## config.mk

```make
export PLATFORM = sky130hd
export DESIGN_NAME = rx_uart
export DESIGN_NICKNAME = d
export VERILOG_FILES = /design/src/rtl/rx_uart.sv
export SDC_FILE = /design/constraint.sdc
export NUM_CORES = 1
export LEC_CHECK = 0
export BUFFER_PORTS_ARGS = -buffer_cell sky130_fd_sc_hd__buf_4
export CELL_PAD_IN_SITES_DETAIL_PLACEMENT = 0
export CELL_PAD_IN_SITES_GLOBAL_PLACEMENT = 1
export CORE_ASPECT_RATIO = 0.7
export CORE_UTILIZATION = 42
export DETAILED_ROUTE_END_ITERATION = 10
export PLACE_DENSITY = 0.7
export SETUP_SLACK_MARGIN = 0.5
export SYNTH_ARGS = -nofsm -noshare
export SYNTH_HDL_FRONTEND = slang
export SYNTH_SLANG_ARGS = --single-unit
```

## constraint.sdc

```tcl
create_clock -name clk -period 2 [get_ports clk]
set_input_delay 0.4 -clock clk [delete_from_list [all_inputs] [get_ports clk]]
set_output_delay 0.4 -clock clk [all_outputs]
set_load 0.02 [all_outputs]
```

## src/rtl/rx_uart.sv

```systemverilog
// UART receiver for 8N1 frames. The line is synchronised, each frame is
// sampled at mid-bit, and every completed frame ends in exactly one of: a
// byte written to the downstream FIFO, an overrun pulse, or a framing error.
module rx_uart #(
    parameter int unsigned CLK_FREQ  = 100_000_000,
    parameter int unsigned BAUD_RATE = 115200
) (
    input  logic       clk,
    input  logic       rst,
    input  logic       rx_in,
    input  logic       fifo_full,
    output logic [7:0] rx_data,
    output logic       rx_valid,
    output logic       frame_err,
    output logic       overrun,
    output logic       busy
);

    localparam int unsigned CLKS_PER_BIT = CLK_FREQ / BAUD_RATE;
    localparam int unsigned HALF_BIT     = CLKS_PER_BIT / 2;
    localparam logic [9:0]  BIT_LAST     = 10'(CLKS_PER_BIT - 1);
    localparam logic [9:0]  HALF_LAST    = 10'(HALF_BIT - 1);

    typedef enum logic [2:0] {
        StIdle,
        StStart,
        StData,
        StStop,
        StBreak
    } state_e;

    logic       rx_meta;
    logic       rx_s;
    state_e     state_q, state_d;
    logic [9:0] cnt_q, cnt_d;
    logic [2:0] bit_idx_q, bit_idx_d;
    logic [7:0] shift_q, shift_d;
    logic [7:0] data_q, data_d;
    logic       valid_q, valid_d;
    logic       ferr_q, ferr_d;
    logic       ovr_q, ovr_d;

    // Two-flop synchroniser; resets to the idle-high line level.
    always_ff @(posedge clk or posedge rst) begin
        if (rst) begin
            rx_meta <= 1'b1;
            rx_s    <= 1'b1;
        end else begin
            rx_meta <= rx_in;
            rx_s    <= rx_meta;
        end
    end

    // State, counters, shift register and registered output strobes.
    always_ff @(posedge clk or posedge rst) begin
        if (rst) begin
            state_q   <= StIdle;
            cnt_q     <= '0;
            bit_idx_q <= '0;
            shift_q   <= '0;
            data_q    <= '0;
            valid_q   <= 1'b0;
            ferr_q    <= 1'b0;
            ovr_q     <= 1'b0;
        end else begin
            state_q   <= state_d;
            cnt_q     <= cnt_d;
            bit_idx_q <= bit_idx_d;
            shift_q   <= shift_d;
            data_q    <= data_d;
            valid_q   <= valid_d;
            ferr_q    <= ferr_d;
            ovr_q     <= ovr_d;
        end
    end

    // Next-state logic: all sampling happens on the last count of a bit period.
    always_comb begin
        state_d   = state_q;
        cnt_d     = (cnt_q == BIT_LAST) ? '0 : cnt_q + 10'd1;
        bit_idx_d = bit_idx_q;
        shift_d   = shift_q;
        data_d    = data_q;
        valid_d   = 1'b0;
        ferr_d    = 1'b0;
        ovr_d     = 1'b0;

        unique case (state_q)
            StIdle: begin
                cnt_d = '0;
                if (!rx_s) begin
                    state_d = StStart;
                end
            end
            StStart: begin
                // A start bit that is gone by mid-bit was a glitch.
                if (cnt_q == HALF_LAST) begin
                    if (rx_s) begin
                        state_d = StIdle;
                    end else begin
                        state_d   = StData;
                        bit_idx_d = '0;
                    end
                end
            end
            StData: begin
                if (cnt_q == BIT_LAST) begin
                    shift_d[bit_idx_q] = rx_s;
                    if (bit_idx_q == 3'd7) begin
                        state_d = StStop;
                    end else begin
                        bit_idx_d = bit_idx_q + 3'd1;
                    end
                end
            end
            StStop: begin
                // Leaving at mid-stop-bit lets a back-to-back start edge be caught.
                if (cnt_q == BIT_LAST) begin
                    if (rx_s) begin
                        state_d = StIdle;
                        if (!fifo_full) begin
                            data_d  = shift_q;
                            valid_d = 1'b1;
                        end else begin
                            ovr_d = 1'b1;
                        end
                    end else begin
                        ferr_d  = 1'b1;
                        state_d = StBreak;
                    end
                end
            end
            StBreak: begin
                // A line held low must not look like a new start bit.
                cnt_d = '0;
                if (rx_s) begin
                    state_d = StIdle;
                end
            end
            default: begin
                state_d = StIdle;
            end
        endcase

        if (state_d != state_q) begin
            cnt_d = '0;
        end
    end

    assign rx_data   = data_q;
    assign rx_valid  = valid_q;
    assign frame_err = ferr_q;
    assign overrun   = ovr_q;
    assign busy      = (state_q != StIdle);

endmodule

```

==> metrics.md <==
| Metric | Value |
|---|---|
| Outcome | `finished clean` |
| RSZ-0062 raised after global routing | `yes` |
| R2r setup slk | `0.12 ns` |
| Critical path arrival | `2.05 ns` |
| Die ar. | `4440 um2` |
| Final nets | `215` |
| Max capacitance violation total | `0` |
| CP required | `2.17 ns` |
| Endpoint class of the critical path | `register` |
| Vias in the first global route | `~1300` |
| Drt via density | `5.18` |
| Net Count, Synth | `roughly 170` |
| Simple-gate share of the synthesized area | `21.9%` |
| Num rows | `19` |
| Async S/R FF share, synth | `100%` |
| First-pass GRT wire length | `roughly 6.5 mm` |
| H-tree Lvls | `2` |
| DIE HEIGHT | `56.0 um` |
| N_diodes | `0` |
| DP Wirelength | `about 2.5 mm` |
| Ys flop type | `dfrtp_1` |
| Setup_tns | `0 ns` |
| Synthesis-to-layout area growth | `40.1%` |
| CP delay by family, top | `simple AND/OR/NAND/NOR gates` |
| Largest family of logic cells by synthesized area | `simple AND/OR/NAND/NOR gates` |
| Register bit total from synthesis | `37` |
| Setup crit start kind | `register` |
| Initial Util | `44.4%` |
| DRC | `0` |
| Gr usage total | `19.8%` |
| Die Span X | `around 79 um` |
| Critical path cell sequence | `or3b_4, nor3_4, nand3b_1, nor3_2, mux2_4` |
| Area of the mapped netlist | `1750 um2` |
| Clock transition at the registers of the reported paths | `0.07 ns` |
| Worst Tran Pin Value | `0.468 ns` |
| Final Skew | `0.00832 ns` |
| Multiplexer share of the synthesized area | `12.1%` |
| Final Cycle Share | `93.8%` |
| Fin crit period | `1.88 ns` |
| Num CTS Buffers | `5` |
| Slowest CP cell | `or3b_4` |
| TritonCTS Sinks | `37` |
| Setup violators final | `0` |
| Post-synth cell types | `36` |
| R2R Path End | `shift_q[0]$_DFFE_PP0P_` |
| CTS tree | `yes` |
| Post-synth EDFFs | `0` |
| Mean post-synth cell area | `11.2 um2` |
| DR pass1 iterations | `4` |
| Initial antenna violation count | `0` |
| Port bufs | `15` |
| Post-route insts no fill | `260` |
| Largest net degree at the start of global routing | `38` |
| Leak Pwr | `1.20 nW` |
| Fin. max-slew vios | `0` |
| Root Buffer | `clkbuf_8` |
| Worst-case vdd ir drop | `0.385 mV` |
| Ys Warns | `0` |
| GRT overflow | `0` |
| Relative slew slack | `68.8%` |
| I/O Pins | `16` |
| Placed cell area | `2040 um2` |
| Peak Freq | `533 MHz` |
| Crit path max fanout | `4` |
| Hold Fails Final Rpt | `0` |
| Reg-to-reg startpoint | `cnt_q[3]$_DFF_PP0_` |
| Xor/xnor share of the synthesized area | `4.00%` |
| Placed Cells | `approximately 230` |
| Reg2Reg Depth | `5` |
| Mapped Cells | `157` |
| Fin area | `around 2500 um2` |
| HP Class | `in -> async` |
| Initial DRC Count | `64` |
| Routability cong. | `between 0.8 and 0.9` |
| CP Buf/Inv Count | `0` |
| Sequential-to-total area share from yosys stat | `53.0%` |
| Overall Power | `0.00128 W` |
| Cell Pwr Density | `approximately 520 nW/um2` |
| CTS max path bufs | `2` |
| Kind of critical path | `reg -> reg` |
| Layout cells sized above 1 | `between 50% and 60%` |
| Post-synthesis adder-cell area fraction | `under 10%` |
| CP peak stage delay | `around 0.43 ns` |
| Final wirelength | `roughly 4.2 mm` |
| Core Footprint | `3950 um2` |
| Detail Route Antenna Nets | `0` |
| Routed via count | `between 1000 and 1500` |
| Compound-Gate Fraction of Synth Area | `approximately 4.2%` |
| Later-pin clock latency in the skew report | `0.28 ns` |
| DR WL/cell | `16.2 um` |
worst reg2reg max path, cell delays in order (launching register included):
cell,delay (ns)
dfrtp_1,0.38
or3b_4,0.43
nor3_4,0.16
nand3b_1,0.20
nor3_2,0.28
mux2_4,0.32
cells by family (layout without fill, tap and decap cells):
family                     after synthesis  after routing
adders and majority gates                4              4
buffers and inverters                    9             60
xor gates and xnor gates                 8              8
muxes                                   19             19
DFF                                     37             37
AOI/OAI and AO/OA                       10             10
and+or+nand+nor                         70             70
flip-flops by register name, summed over array words and instances, names as in the netlist:
register and flops:
overrun 1, rx_meta 1, frame_err 1, bit_idx_q 3, state_q 3, rx_s 1
shift_q 8, rx_data 8, rx_valid 1, cnt_q 10
layout make-up:
class	count	area, um2
Inverter	5	18.8
Fill cell	332	1490
Tap cell	52	65.1
Timing Repair Buffer	47	379
Clock inverter	2	10.0
Clock buffer	6	72.6
Multi-Input combinational cell	111	977
Sequential cell	37	931
where the power goes:
part	total, W	switching (W)	internal, W
clock	0.000495	0.000254	0.000241
sequential	0.000754	0.00000279	0.000752
combinational	0.0000306	0.0000221	0.00000854
total	0.00128	0.000279	0.00100
synth_stat cells (all sizes together), types with 4 or more instances:
library cell	n	area (um2)
dfrtp	35	876
mux2	17	191
nand2	16	60.1
nor2	15	56.3
nand3	9	45.0
nor3	8	51.3
and3	5	36.3
inv	5	18.8
xor2	5	43.8
and2	4	25.0
ha	4	50.1
nor3b	4	30.0
per-stage QoR:
step,hold slack [ns],utilization [%],setup WS [ns]
floorplan,0.345,-,0.0637
global placement,0.346,51.8,0.110
detailed placement,0.347,51.8,0.0103
CTS,0.213,58.4,0.183
global route,0.211,62.2,0.0505
finish,0.220,62.2,0.125
worst max-delay path by stage:
stage	start	endpoint	cells past startpoint
2_1_floorplan	cnt_q[0]$_DFF_PP0_	bit_idx_q[0]$_DFFE_PP0P_	5
3_3_place_gp	cnt_q[1]$_DFF_PP0_	bit_idx_q[0]$_DFFE_PP0P_	5
3_5_place_dp	cnt_q[1]$_DFF_PP0_	bit_idx_q[0]$_DFFE_PP0P_	5
4_1_cts	cnt_q[0]$_DFF_PP0_	bit_idx_q[0]$_DFFE_PP0P_	5
5_1_grt	cnt_q[3]$_DFF_PP0_	shift_q[0]$_DFFE_PP0P_	5
6_report	cnt_q[3]$_DFF_PP0_	shift_q[0]$_DFFE_PP0P_	5
metal layers:
metal	share of wire (%)	vias to the layer above	track usage [%]
met5	0	-	0
met4	1.5	0	7.79
met3	5.4	9	5.57
met2	44	40	28.1
met1	49	648	28.5
li1	-	649	-
cell usage in the layout, fill, tap and decap left out, types with 4 or more instances in the layout:
cell | netlist | final
dfrtp_1 | 35 | 33
mux2_4 | 0 | 4
buf_6 | 0 | 7
clkbuf_8 | 0 | 5
mux2_2 | 16 | 13
nor2_1 | 15 | 13
xor2_1 | 5 | 5
nand3_1 | 9 | 6
inv_1 | 5 | 4
nand2_1 | 16 | 16
buf_4 | 0 | 40
repair_timing:
| item | CTS | global route |
|---|---|---|
| gates resized for setup | 19 | 23 |
| endpoints found under the setup margin | 36 | 36 |
| cloned | 0 | 1 |
| hold buffers | 0 | 0 |
| pin swaps | 7 | 6 |
| setup buffers | 12 | 6 |
(Power assumes the default switching activity.)
